## config.mk

```make
export PLATFORM = sky130hd
export DESIGN_NAME = alu_seq
export DESIGN_NICKNAME = d
export VERILOG_FILES = /design/src/rtl/alu_seq_pkg.sv /design/src/rtl/alu_iter_unit.sv /design/src/rtl/alu_seq.sv
export SDC_FILE = /design/constraint.sdc
export NUM_CORES = 1
export LEC_CHECK = 0
export ABC_AREA = 1
export BUFFER_PORTS_ARGS = -buffer_cell sky130_fd_sc_hd__buf_2
export CAP_MARGIN = 20
export CELL_PAD_IN_SITES_DETAIL_PLACEMENT = 1
export CELL_PAD_IN_SITES_GLOBAL_PLACEMENT = 1
export CORE_ASPECT_RATIO = 1.2
export CORE_UTILIZATION = 45
export CTS_CLUSTER_DIAMETER = 40
export DETAILED_ROUTE_END_ITERATION = 10
export PLACE_DENSITY_LB_ADDON = 0.2
export SKIP_LAST_GASP = 1
export SYNTH_ARGS = -nofsm -noshare
export SYNTH_HDL_FRONTEND = slang
export SYNTH_SLANG_ARGS = --single-unit
```

## constraint.sdc

```tcl
create_clock -name clk -period 5.2 [get_ports clk]
set_clock_uncertainty 0.1 [all_clocks]
set_input_delay 0.26 -clock clk [delete_from_list [all_inputs] [get_ports clk]]
set_output_delay 0.26 -clock clk [all_outputs]
set_load 0.1 [all_outputs]
```

## src/rtl/alu_seq_pkg.sv

```systemverilog
// alu_seq_pkg: shared word width, opcodes and FSM state encoding for alu_seq
// Provides `WORD (operand range), WORD_W, OP_* opcodes and state_t.
`ifndef WORD
`define WORD [15:0]
`endif
package alu_seq_pkg;
  typedef logic `WORD word_t;
  localparam int WORD_W = $bits(word_t);
  localparam logic [2:0] OP_ADD = 3'b000;
  localparam logic [2:0] OP_SUB = 3'b001;
  localparam logic [2:0] OP_AND = 3'b010;
  localparam logic [2:0] OP_OR  = 3'b011;
  localparam logic [2:0] OP_XOR = 3'b100;
  localparam logic [2:0] OP_SHL = 3'b101;
  localparam logic [2:0] OP_SHR = 3'b110;
  localparam logic [2:0] OP_MUL = 3'b111;
  typedef enum logic [1:0] {IDLE = 2'd0, BUSY = 2'd1, DONE = 2'd2} state_t;
endpackage

```

## src/rtl/alu_iter_unit.sv

```systemverilog
// alu_iter_unit: one-bit-per-cycle shifter and shift-add multiplier datapath
// Ports: clk, reset (async, active-high); load/step enables; op, x, shamt
// (and y when ALU_MUL_EN is defined) sampled on load; acc_next is the value
// acc takes on the current step; last is high on the final step.
// Macro ALU_MUL_EN builds the mcand/mplier registers and the multiply step.
module alu_iter_unit import alu_seq_pkg::*; #(
  parameter int WIDTH   = WORD_W,
  parameter int SHAMT_W = $clog2(WORD_W)
) (
  input  logic               clk,
  input  logic               reset,
  input  logic               load,
  input  logic               step,
  input  logic [2:0]         op,
  input  logic [WIDTH-1:0]   x,
  input  logic [SHAMT_W-1:0] shamt,
`ifdef ALU_MUL_EN
  input  logic [WIDTH-1:0]   y,
`endif
  output logic [WIDTH-1:0]   acc_next,
  output logic               last
);
  localparam int CNT_W = SHAMT_W + 1;
  logic [2:0]       op_q, op_d;
  logic [WIDTH-1:0] acc_q, acc_d;
  logic [CNT_W-1:0] cnt_q, cnt_d;
  assign last = cnt_q == CNT_W'(1);
  assign op_d = load ? op : op_q;
`ifdef ALU_MUL_EN
  logic [WIDTH-1:0] mcand_q, mcand_d, mplier_q, mplier_d;
  always_comb begin
    acc_next = op_q == OP_SHL ? acc_q << 1 : op_q == OP_SHR ? acc_q >> 1 : acc_q + (mplier_q[0] ? mcand_q : '0);
    acc_d    = load ? (op == OP_MUL ? '0 : x) : step ? acc_next : acc_q;
    cnt_d    = load ? (op == OP_MUL ? CNT_W'(WIDTH) : {1'b0, shamt}) : step ? cnt_q - CNT_W'(1) : cnt_q;
    mcand_d  = load ? x : step ? mcand_q << 1 : mcand_q;
    mplier_d = load ? y : step ? mplier_q >> 1 : mplier_q;
  end
  always_ff @(posedge clk or posedge reset)
    if (reset) begin
      mcand_q  <= '0;
      mplier_q <= '0;
    end else begin
      mcand_q  <= mcand_d;
      mplier_q <= mplier_d;
    end
`else
  always_comb begin
    acc_next = op_q == OP_SHL ? acc_q << 1 : acc_q >> 1;
    acc_d    = load ? x : step ? acc_next : acc_q;
    cnt_d    = load ? {1'b0, shamt} : step ? cnt_q - CNT_W'(1) : cnt_q;
  end
`endif
  always_ff @(posedge clk or posedge reset)
    if (reset) begin
      op_q  <= '0;
      acc_q <= '0;
      cnt_q <= '0;
    end else begin
      op_q  <= op_d;
      acc_q <= acc_d;
      cnt_q <= cnt_d;
    end
endmodule

```

## src/rtl/alu_seq.sv

```systemverilog
// alu_seq: multi-cycle valid/ready ALU (single-cycle logic, iterative shift/multiply)
// Ports: clk, reset (async, active-high); request in_valid/in_ready with
// ALUop, X, Y; response out_valid/out_ready with result z.
// Macro ALU_MUL_EN enables the 16-step multiplier; otherwise opcode 111
// completes in one cycle with z=0.
module alu_seq import alu_seq_pkg::*; #(
  parameter int WIDTH   = WORD_W,
  parameter int SHAMT_W = $clog2(WORD_W)
) (
  input  logic             clk,
  input  logic             reset,
  input  logic             in_valid,
  output logic             in_ready,
  input  logic [2:0]       ALUop,
  input  logic [WIDTH-1:0] X,
  input  logic [WIDTH-1:0] Y,
  output logic             out_valid,
  input  logic             out_ready,
  output logic [WIDTH-1:0] z
);
  state_t           state_q, state_d;
  logic [WIDTH-1:0] z_q, z_d, alu_res, iter_next;
  logic             out_valid_q, out_valid_d, accept, is_shift, is_iter;
  logic             iter_load, iter_step, iter_last;
  assign in_ready  = state_q == IDLE && !reset;
  assign accept    = in_valid && in_ready;
  assign out_valid = out_valid_q;
  assign z         = z_q;
  assign is_shift  = ALUop == OP_SHL || ALUop == OP_SHR;
`ifdef ALU_MUL_EN
  assign is_iter = (is_shift && |Y[SHAMT_W-1:0]) || ALUop == OP_MUL;
`else
  assign is_iter = is_shift && |Y[SHAMT_W-1:0];
`endif
  assign alu_res = ALUop == OP_ADD ? X + Y :
                   ALUop == OP_SUB ? X - Y :
                   ALUop == OP_AND ? X & Y :
                   ALUop == OP_OR  ? X | Y :
                   ALUop == OP_XOR ? X ^ Y :
                   is_shift        ? X : '0;
  alu_iter_unit #(.WIDTH(WIDTH), .SHAMT_W(SHAMT_W)) u_iter (
    .clk      (clk),
    .reset    (reset),
    .load     (iter_load),
    .step     (iter_step),
    .op       (ALUop),
    .x        (X),
    .shamt    (Y[SHAMT_W-1:0]),
`ifdef ALU_MUL_EN
    .y        (Y),
`endif
    .acc_next (iter_next),
    .last     (iter_last)
  );
  always_comb begin
    state_d     = state_q;
    z_d         = z_q;
    out_valid_d = out_valid_q;
    iter_load   = 1'b0;
    iter_step   = 1'b0;
    case (state_q)
      IDLE: if (accept) begin
        iter_load   = is_iter;
        state_d     = is_iter ? BUSY : DONE;
        z_d         = is_iter ? z_q : alu_res;
        out_valid_d = !is_iter;
      end
      BUSY: begin
        iter_step = 1'b1;
        if (iter_last) begin
          z_d         = iter_next;
          state_d     = DONE;
          out_valid_d = 1'b1;
        end
      end
      DONE: if (out_ready) begin
        out_valid_d = 1'b0;
        state_d     = IDLE;
      end
      default: state_d = IDLE;
    endcase
  end
  always_ff @(posedge clk or posedge reset)
    if (reset) begin
      state_q     <= IDLE;
      z_q         <= '0;
      out_valid_q <= 1'b0;
    end else begin
      state_q     <= state_d;
      z_q         <= z_d;
      out_valid_q <= out_valid_d;
    end
endmodule

```

==> results.yml, run 1 <==
global_routing:
  grt_max_degree: 44
  overflow: 0
  grt_pass1_vias: 5669
  grt_use_total_pct: 31.20
  grt_pass1_wl_mm: 28.02
  antenna_found_initial: 0
worst_setup_path:
  crit_path_max_fanout: 27
  reg2reg_slack_ps: 2670
  cp-end-kind: "flip-flop"
  cp_data_arrival_time_ps: 2630
  crit_path_start_kind: "flip-flop"
  reg2reg_depth: 7
  path_class: "reg -> reg"
  reg2reg_from: "state_q[1]$_DFFE_PP0P_"
  r2r-end: "z[0]$_DFFE_PP0P_"
  crit_required_ps: 5300
synthesis:
  netlist_area_mm2: 0.004956
  synth.avg_cell_area_um2: 6.203
  syn_inst: 799
  synth.distinct_cells: 38
  ys.warnings.count: 0
  ys_seq_area_share_pct: 21.71
  ys_ff_latch: 43
  synthesis.nets: 892
layout:
  final_cell_area_mm2: 0.005444
  antenna_cells: 0
  area_growth_pct: 9.846
  layout_commonest_cell: "nand2_1"
  final_layout_size_suffix_gt1_share_pct: 10.29
  nets: 928
  mostFrequentLayoutCells: "nand2_1 (200), inv_1 (125), nor2_1 (97)"
timing:
  setup_ws_ps: 2669
  rsz0062_at_grt: "false"
  relSlewSlack_pct: 39.40
  worst_pin_slew_ps: 906.5
  final-setup-viol-count: 0
  hold_viol: 0
  period_share_pct: 48.66
  slew_violations: 0
  period_needed_ps: 2531
  fin_tns_setup_ps: 0
  max_clock_freq_mhz: 395.2
clocking:
  cts_buffers: 5
  cts_tree: "built"
  clockRootBuffer: "clkbuf_16"
  clock_sinks: 43
  htreeDepth: 2
  cts_resized: 0
  cts_buffer_depth: 2
  clkTransAtPathRegs_ps: 70
  clk_latency_ps: 290
  cts_hold_buf: 0
  cts_setup_buffers: 0
placed_design:
  dpl.hpwl_mm: 13.62
  gp_congestion: 0.9596
  io_buffer_count: 56
  pre_cts_slack_ps: 2732
  place_area_mm2: 0.005270
pwr:
  p_int_mw: 1.115
  power_frac_seq_pct: 23.2
  cellLeakagePower_nw: 3.059
  clkPwrFrac_pct: 14.2
  swShare_pct: 57.22
  power_density_mw_per_mm2: 478.9
  power_frac_comb_pct: 62.6
  power.switching_mw: 1.492
  peakVddDrop_mv: 0.2726
die:
  die-area_mm2: 0.01144
  dieWidth_um: 97.80
  rows: 41
  die_h_um: 117.0
  start_util_pct: 46.67
  core_mm2: 0.01062
  io_pins: 57
min_path:
  holdCritPathClass: "in -> async"
outcome:
  outcome: "finished with violations"
  violations: "design-rule violations"
drt:
  drt-initial-drc-count: 358
  wl_per_cell_um: 17.82
  drtPass1Iterations: 8
  post_drt_via_cell_ratio: 5.668
  num_vias: 5470
  wl_mm: 17.20
  ant_nets: 0
  drc: 12
run:
  max_cap_violations: 0
## worst max-delay path: stages (launching register included)
cell     delay (ps)
dfrtp_1         380
inv_1           110
ha_1            700
inv_1           270
buf_4           320
nor3_1          280
inv_1            60
a31oi_1         190
## flip-flops by register name, indices dropped and copies added (netlist names)
register / flops
z: 16
u_iter.acc_q: 16
u_iter.op_q: 3
state_q: 2
u_iter.cnt_q: 5
out_valid: 1
## worst max path at each step
stage | startpoint | end | slack, ps | depth (start not counted)
final | state_q[1]$_DFFE_PP0P_ | z[0]$_DFFE_PP0P_ | 2670 | 7
after global routing | state_q[1]$_DFFE_PP0P_ | z[0]$_DFFE_PP0P_ | 2480 | 7
after CTS | state_q[1]$_DFFE_PP0P_ | u_iter.acc_q[13]$_DFFE_PP0P_ | 2720 | 8
after detailed placement | state_q[1]$_DFFE_PP0P_ | u_iter.acc_q[15]$_DFFE_PP0P_ | 2730 | 8
after global placement | X[6] | z[7]$_DFFE_PP0P_ | 2820 | 12
after floorplan | reset | z[10]$_DFFE_PP0P_ | 2780 | 10
## power groups by stage
| stage | Clock, mW | Sequential (mW) | Combinational [mW] |
|---|---|---|---|
| 5_1_grt | 0.387 | 0.619 | 1.75 |
| 3_5_place_dp | 0 | 0.605 | 1.61 |
| 6_report | 0.371 | 0.605 | 1.63 |
| 4_1_cts | 0.374 | 0.602 | 1.63 |
| 3_3_place_gp | 0 | 0.595 | 1.55 |
| 2_1_floorplan | 0 | 1.07 | 0.790 |
## synthesized netlist by cell type (all sizes together)
master | n | area, µm²
a21oi | 50 | 254.0
nor3 | 7 | 45.04
nand4 | 6 | 37.54
dfrtp | 43 | 1076
a31oi | 1 | 6.260
o21a | 2 | 15.01
xor2 | 12 | 105.1
clkbuf | 7 | 26.28
fa | 2 | 40.04
o211ai | 1 | 7.510
o21bai | 4 | 30.03
o21ai | 45 | 225.2
nand2 | 203 | 779.5
a211oi | 13 | 97.59
ha | 52 | 650.6
nor2 | 99 | 381.6
and2 | 2 | 12.51
nand3 | 72 | 377.9
o22ai | 13 | 81.33
xnor2 | 1 | 8.760
o221ai | 5 | 43.79
and3 | 1 | 6.260
inv | 133 | 504.2
a311oi | 1 | 8.760
buf | 24 | 135.1
## routing by layer
layer,GRT usage (%),up-vias,wire (µm)
li1,-,2612,-
met2,58.39,163,8881
met1,36.90,2657,7161
met4,12.63,0,466
met3,3.147,38,688
met5,0,-,0
## per-stage QoR
| step | hold slack [ps] | utilization, % | cells | power, mW |
|---|---|---|---|---|
| 2_1_floorplan | 332.0 | - | 799 | 1.860 |
| 3_3_place_gp | 350.8 | 49.52 | 956 | 2.145 |
| 3_5_place_dp | 358.3 | 49.63 | 957 | 2.216 |
| 4_1_cts | 58.47 | 51.27 | 965 | 2.604 |
| 5_1_grt | 119.8 | 51.27 | 965 | 2.759 |
| 6_report | 34.95 | 51.27 | 965 | 2.607 |
## cells by family after synthesis
logic type               count (synthesis)  synth area share (%)
AND/OR/NAND/NOR                        390                 33.10
buffers and inverters                  164                 13.43
AO/OA/AOI/OAI                          135                 15.53
adder cells (fa/ha/maj)                 54                 13.94
flip-flops                              43                 21.71
XOR/XNOR                                13                 2.297
## layout make-up
class	instances	area [µm²]
repair buffers	60	314.1
fillers	1506	5175
multi-input cells	592	3214
flip-flops and latches	43	1076
inverters	133	504.2
clock inverters	2	35.03
clock buffers	6	138.9
well taps	129	161.4
Power figures use the tool's default switching activity.
==> run 2: changes to the inputs <==
CORE_UTILIZATION = 38   (was 45)
clock period = 2.3 ns   (was 5.2 ns; I/O delays follow)
==> run 2 against run 1 <==
  * The flow now finishes without violations
  * Fmax increased by 21%
  * Cell area increased by 2.6%
  * Worst hold slack improved by 58 ps
  * Critical endpoint is now u_iter.cnt_q[3]$_DFFE_PP0P_
  * Largest cell class unchanged
  * Largest power group unchanged
  * Highest routed layer unchanged
==> results.yml, run 2 (synthesis results as in run 1) <==
timing:
  worst_pin_slew_ps: 684.2
  hold_viol: 0
  fin_tns_setup_ps: 0
  slew_violations: 0
  relSlewSlack_pct: 54.34
  max_clock_freq_mhz: 478.9
  final-setup-viol-count: 0
  hold_ws_ps: 92.66
  period_share_pct: 90.79
  rsz0062_at_grt: "false"
  period_needed_ps: 2088
global_routing:
  grt_max_degree: 44
  overflow: 0
  grt_use_total_pct: 27.33
  antenna_found_initial: 0
  grt_pass1_wl_mm: 29.18
  grt_pass1_vias: 5756
layout:
  mostFrequentLayoutCells: "nand2_1 (200), inv_1 (124), nor2_1 (97)"
  fillers: 1769
  antenna_cells: 0
  layout_commonest_cell: "nand2_1"
  final_layout_size_suffix_gt1_share_pct: 11.53
  finalNonFillerCells: 1014
  area_growth_pct: 12.72
  nets: 942
  post-route-util_pct: 44.10
clocking:
  clockRootBuffer: "clkbuf_16"
  cts_buffers: 5
  cts_tree: "built"
  clock_sinks: 43
  clk_latency_ps: 290
  cts_buffer_depth: 2
  clkTransAtPathRegs_ps: 60
  htreeDepth: 2
worst_setup_path:
  max_stage_delay_ps: 380
  cp-end-kind: "flip-flop"
  crit_required_ps: 2390
  cp_data_arrival_time_ps: 2180
  crit_end: "u_iter.cnt_q[3]$_DFFE_PP0P_"
  crit_path_max_fanout: 21
  reg2reg_depth: 7
  reg2reg_from: "state_q[0]$_DFFE_PP0P_"
  r2r-end: "u_iter.cnt_q[3]$_DFFE_PP0P_"
  crit_start: "state_q[0]$_DFFE_PP0P_"
  path_class: "reg -> reg"
  crit_path_start_kind: "flip-flop"
  slowest_stage: "dfrtp_1"
  reg2reg_slack_ps: 210
  crit_chain: "inv_1, ha_1, and3_1, nand3_2, buf_4, nand2_1, o221ai_1"
placed_design:
  io_buffer_count: 56
  gp_congestion: 0.9692
  dp.cells: 1005
  dpl.hpwl_mm: 14.24
outcome:
  outcome: "finished clean"
drt:
  drt-initial-drc-count: 174
  drc: 0
  num_vias: 5418
  post_drt_via_cell_ratio: 5.343
  ant_nets: 0
  wl_mm: 17.85
  drtPass1Iterations: 4
  wl_per_cell_um: 17.60
die:
  core_mm2: 0.01267
  die-area_mm2: 0.01350
  io_pins: 57
  start_util_pct: 39.12
  dieWidth_um: 106.3
  rows: 45
  die_h_um: 127.1
pwr:
  cellLeakagePower_nw: 3.112
  peakVddDrop_mv: 1.065
  power_density_mw_per_mm2: 1039
  p_total_mw: 5.803
min_path:
  hold_depth: 3
  holdCritPathClass: "in -> reg"
run:
  max_cap_violations: 0
## run 2: cell count changes in the layout (fill, tap and decap cells not counted), sizes merged
cell	before	now
inv	133	132
clkbuf	6	8
dlygate4sd3	0	1
buf	60	73
bufinv	1	0
## run 2: timing repair
action	4_1_cts	5_1_grt
setup buffers	0	0
endpoints found under the hold margin	43	0
resized for setup	0	0
hold buffers	1	0
## run 2: how the worst min path moves through the flow
stage / startpoint / to / slack (ps)
floorplan: Y[0] / u_iter.cnt_q[0]$_DFFE_PP0P_ / 200
global placement: reset / out_valid$_DFFE_PP0P_ / 200
detailed placement: reset / u_iter.cnt_q[3]$_DFFE_PP0P_ / 220
CTS: Y[0] / u_iter.cnt_q[0]$_DFFE_PP0P_ / 100
global route: Y[2] / u_iter.cnt_q[2]$_DFFE_PP0P_ / 160
finish: Y[0] / u_iter.cnt_q[0]$_DFFE_PP0P_ / 90
## run 2: power breakdown
part / internal, mW / switching, mW
Combinational: 0.872 / 2.80
Clock: 0.463 / 0.300
Sequential: 1.14 / 0.223
## run 2: per-layer routing
metal  vias to the layer above  share of wire (%)  GRT usage [%]
met1                      2629                 44          34.04
met4                         0                2.4          8.252
li1                       2633                  -              -
met5                         -                  0              0
met3                        31                3.3          1.939
met2                       125                 51          49.92
## run 2: critical path, delay by kind of cell (launching register included)
| kind | cells | cell delay [ps] |
|---|---|---|
| adders and majority gates | 1 | 250 |
| and+or+nand+nor | 3 | 590 |
| AOI/OAI and AO/OA | 1 | 300 |
| buffers and inverters | 2 | 360 |
| DFF | 1 | 380 |
## run 2: layout make-up
cell class,count,area [µm²],area share (%)
clock buffers,8,156.4,2.800
inverters,133,504.2,9.026
well taps,164,205.2,3.673
multi-input cells,592,3214,57.54
flip-flops and latches,43,1076,19.26
repair buffers,74,430.4,7.704
## run 2: through the flow
stage / setup WS, ps / area, µm²
after global routing: 40.64 / 5587
after detailed placement: 118.0 / 5420
final: 211.8 / 5587
after floorplan: 24.59 / 4956
after CTS: 183.5 / 5587
after global placement: 167.6 / 5420
==> run 3: changes to the inputs <==
==> constraint.sdc (replaced) <==
create_clock -name clk -period 2.3 [get_ports clk]
set_clock_uncertainty 0.1 [all_clocks]
set_input_delay 0.345 -clock clk [delete_from_list [all_inputs] [get_ports clk]]
set_output_delay 0.345 -clock clk [all_outputs]
set_load 0.1 [all_outputs]
==> run 3 against run 2 <==
  * Global-route usage rose by 0.48 points
  * Non-clock buffer count rose by 33
  * Via count rose by 3.2%
==> results.yml, run 3 (synthesis results as in run 1) <==
pwr:
  peakVddDrop_mv: 0.7212
  cellLeakagePower_nw: 3.277
  swShare_pct: 57.06
  clkPwrFrac_pct: 12.9
  power.switching_mw: 3.381
  power_frac_comb_pct: 64.0
  p_int_mw: 2.544
  power_frac_seq_pct: 23.1
  power_density_mw_per_mm2: 1011
  p_total_mw: 5.925
clocking:
  cts_buffers: 5
  cts_setup_buffers: 0
  cts_tree: "built"
  clkTransAtPathRegs_ps: 60
  htreeDepth: 2
  cts_hold_buf: 0
  clk_latency_ps: 290
  cts_resized: 0
  clockRootBuffer: "clkbuf_16"
  cts_buffer_depth: 2
  clock_sinks: 43
layout:
  final_layout_size_suffix_gt1_share_pct: 15.18
  antenna_cells: 0
  nets: 975
  layout_commonest_cell: "nand2_1"
  mostFrequentLayoutCells: "nand2_1 (200), inv_1 (124), nor2_1 (96)"
  post-route-util_pct: 46.28
  finalNonFillerCells: 1047
  area_growth_pct: 18.30
global_routing:
  grt_use_total_pct: 27.81
  grt_pass1_wl_mm: 29.49
  grt_pass1_vias: 5890
  antenna_found_initial: 0
  grt_max_degree: 44
  overflow: 0
worst_setup_path:
  path_class: "reg -> out"
  cp-end-kind: "output pin"
  crit_path_start_kind: "flip-flop"
  crit_required_ps: 1860
  reg2reg_slack_ps: 240
  crit_path_max_fanout: 4
  cp_data_arrival_time_ps: 1620
drt:
  wl_mm: 18.17
  drtPass1Iterations: 5
  num_vias: 5591
  drt-initial-drc-count: 266
  ant_nets: 0
  wl_per_cell_um: 17.36
  drc: 0
  post_drt_via_cell_ratio: 5.340
die:
  die_h_um: 127.1
  dieWidth_um: 106.3
  io_pins: 57
  start_util_pct: 39.12
  rows: 45
  die-area_mm2: 0.01350
  core_mm2: 0.01267
timing:
  max_clock_freq_mhz: 484.4
  relSlewSlack_pct: 53.27
  final-setup-viol-count: 0
  period_needed_ps: 2064
  period_share_pct: 89.75
  hold_viol: 0
  worst_pin_slew_ps: 700.2
  rsz0062_at_grt: "false"
  slew_violations: 0
run:
  max_cap_violations: 0
placed_design:
  gp_congestion: 0.9129
  io_buffer_count: 56
  dp.cells: 1039
  dpl.hpwl_mm: 14.69
outcome:
  outcome: "finished clean"
min_path:
  holdCritPathClass: "in -> async"
==> run 3: cell count changes in the layout (fill, tap and decap cells not counted), sizes merged <==
cell         change
buf             +34
clkinv           -1
clkinvlp         +1
dlygate4sd3      -1
==> run 3: final cells by class <==
class | count | area (µm²)
clock buffers | 8 | 156.4
repair buffers | 107 | 700.7
flip-flops and latches | 43 | 1076
multi-input cells | 592 | 3217
inverters | 133 | 508.0
well taps | 164 | 205.2
fillers | 1730 | 6805
==> run 3: power by group through the flow <==
stage	Sequential, mW	Combinational, mW	Clock, mW
2_1_floorplan	2.42	1.79	0
6_report	1.37	3.79	0.767
3_3_place_gp	1.36	3.68	0
5_1_grt	1.41	4.09	0.804
3_5_place_dp	1.38	3.78	0
4_1_cts	1.37	3.80	0.778
==> run 3: worst max-delay path: stages (launching register included) <==
cell and delay [ps]:
dfrtp_1 400, inv_1 80, ha_1 220, inv_1 120, nor2_2 90, buf_2 420
==> run 3: worst paths after layout <==
check / startpoint / to / depth (start not counted)
max: state_q[0]$_DFFE_PP0P_ / in_ready / 5
min: reset / u_iter.cnt_q[3]$_DFFE_PP0P_ / 3
min reg2reg: u_iter.op_q[2]$_DFFE_PP0P_ / u_iter.op_q[2]$_DFFE_PP0P_ / 2
max in group asynchronous: reset / u_iter.acc_q[14]$_DFFE_PP0P_ / 3
max reg2reg: state_q[0]$_DFFE_PP0P_ / u_iter.acc_q[1]$_DFFE_PP0P_ / 4
min in group clk: Y[0] / u_iter.cnt_q[0]$_DFFE_PP0P_ / 3
==> run 3: per-layer routing <==
metal  up-vias  GRT usage (%)  share of wire (%)
met5         -              0                  0
met4         0          11.68                3.2
met3        43          2.551                2.7
met2       127          51.07                 51
li1       2707              -                  -
met1      2714          32.79                 43
==> run 3: through the flow <==
step	setup WS (ps)	hold WS, ps	TNS (ps)	instance area [µm²]
4_1_cts	199.4	163.0	0	5863
3_3_place_gp	45.70	347.5	0	5707
3_5_place_dp	-61.26	351.6	-85.28	5707
2_1_floorplan	88.55	245.5	0	4962
5_1_grt	13.73	216.7	0	5863
6_report	235.6	140.9	0	5863
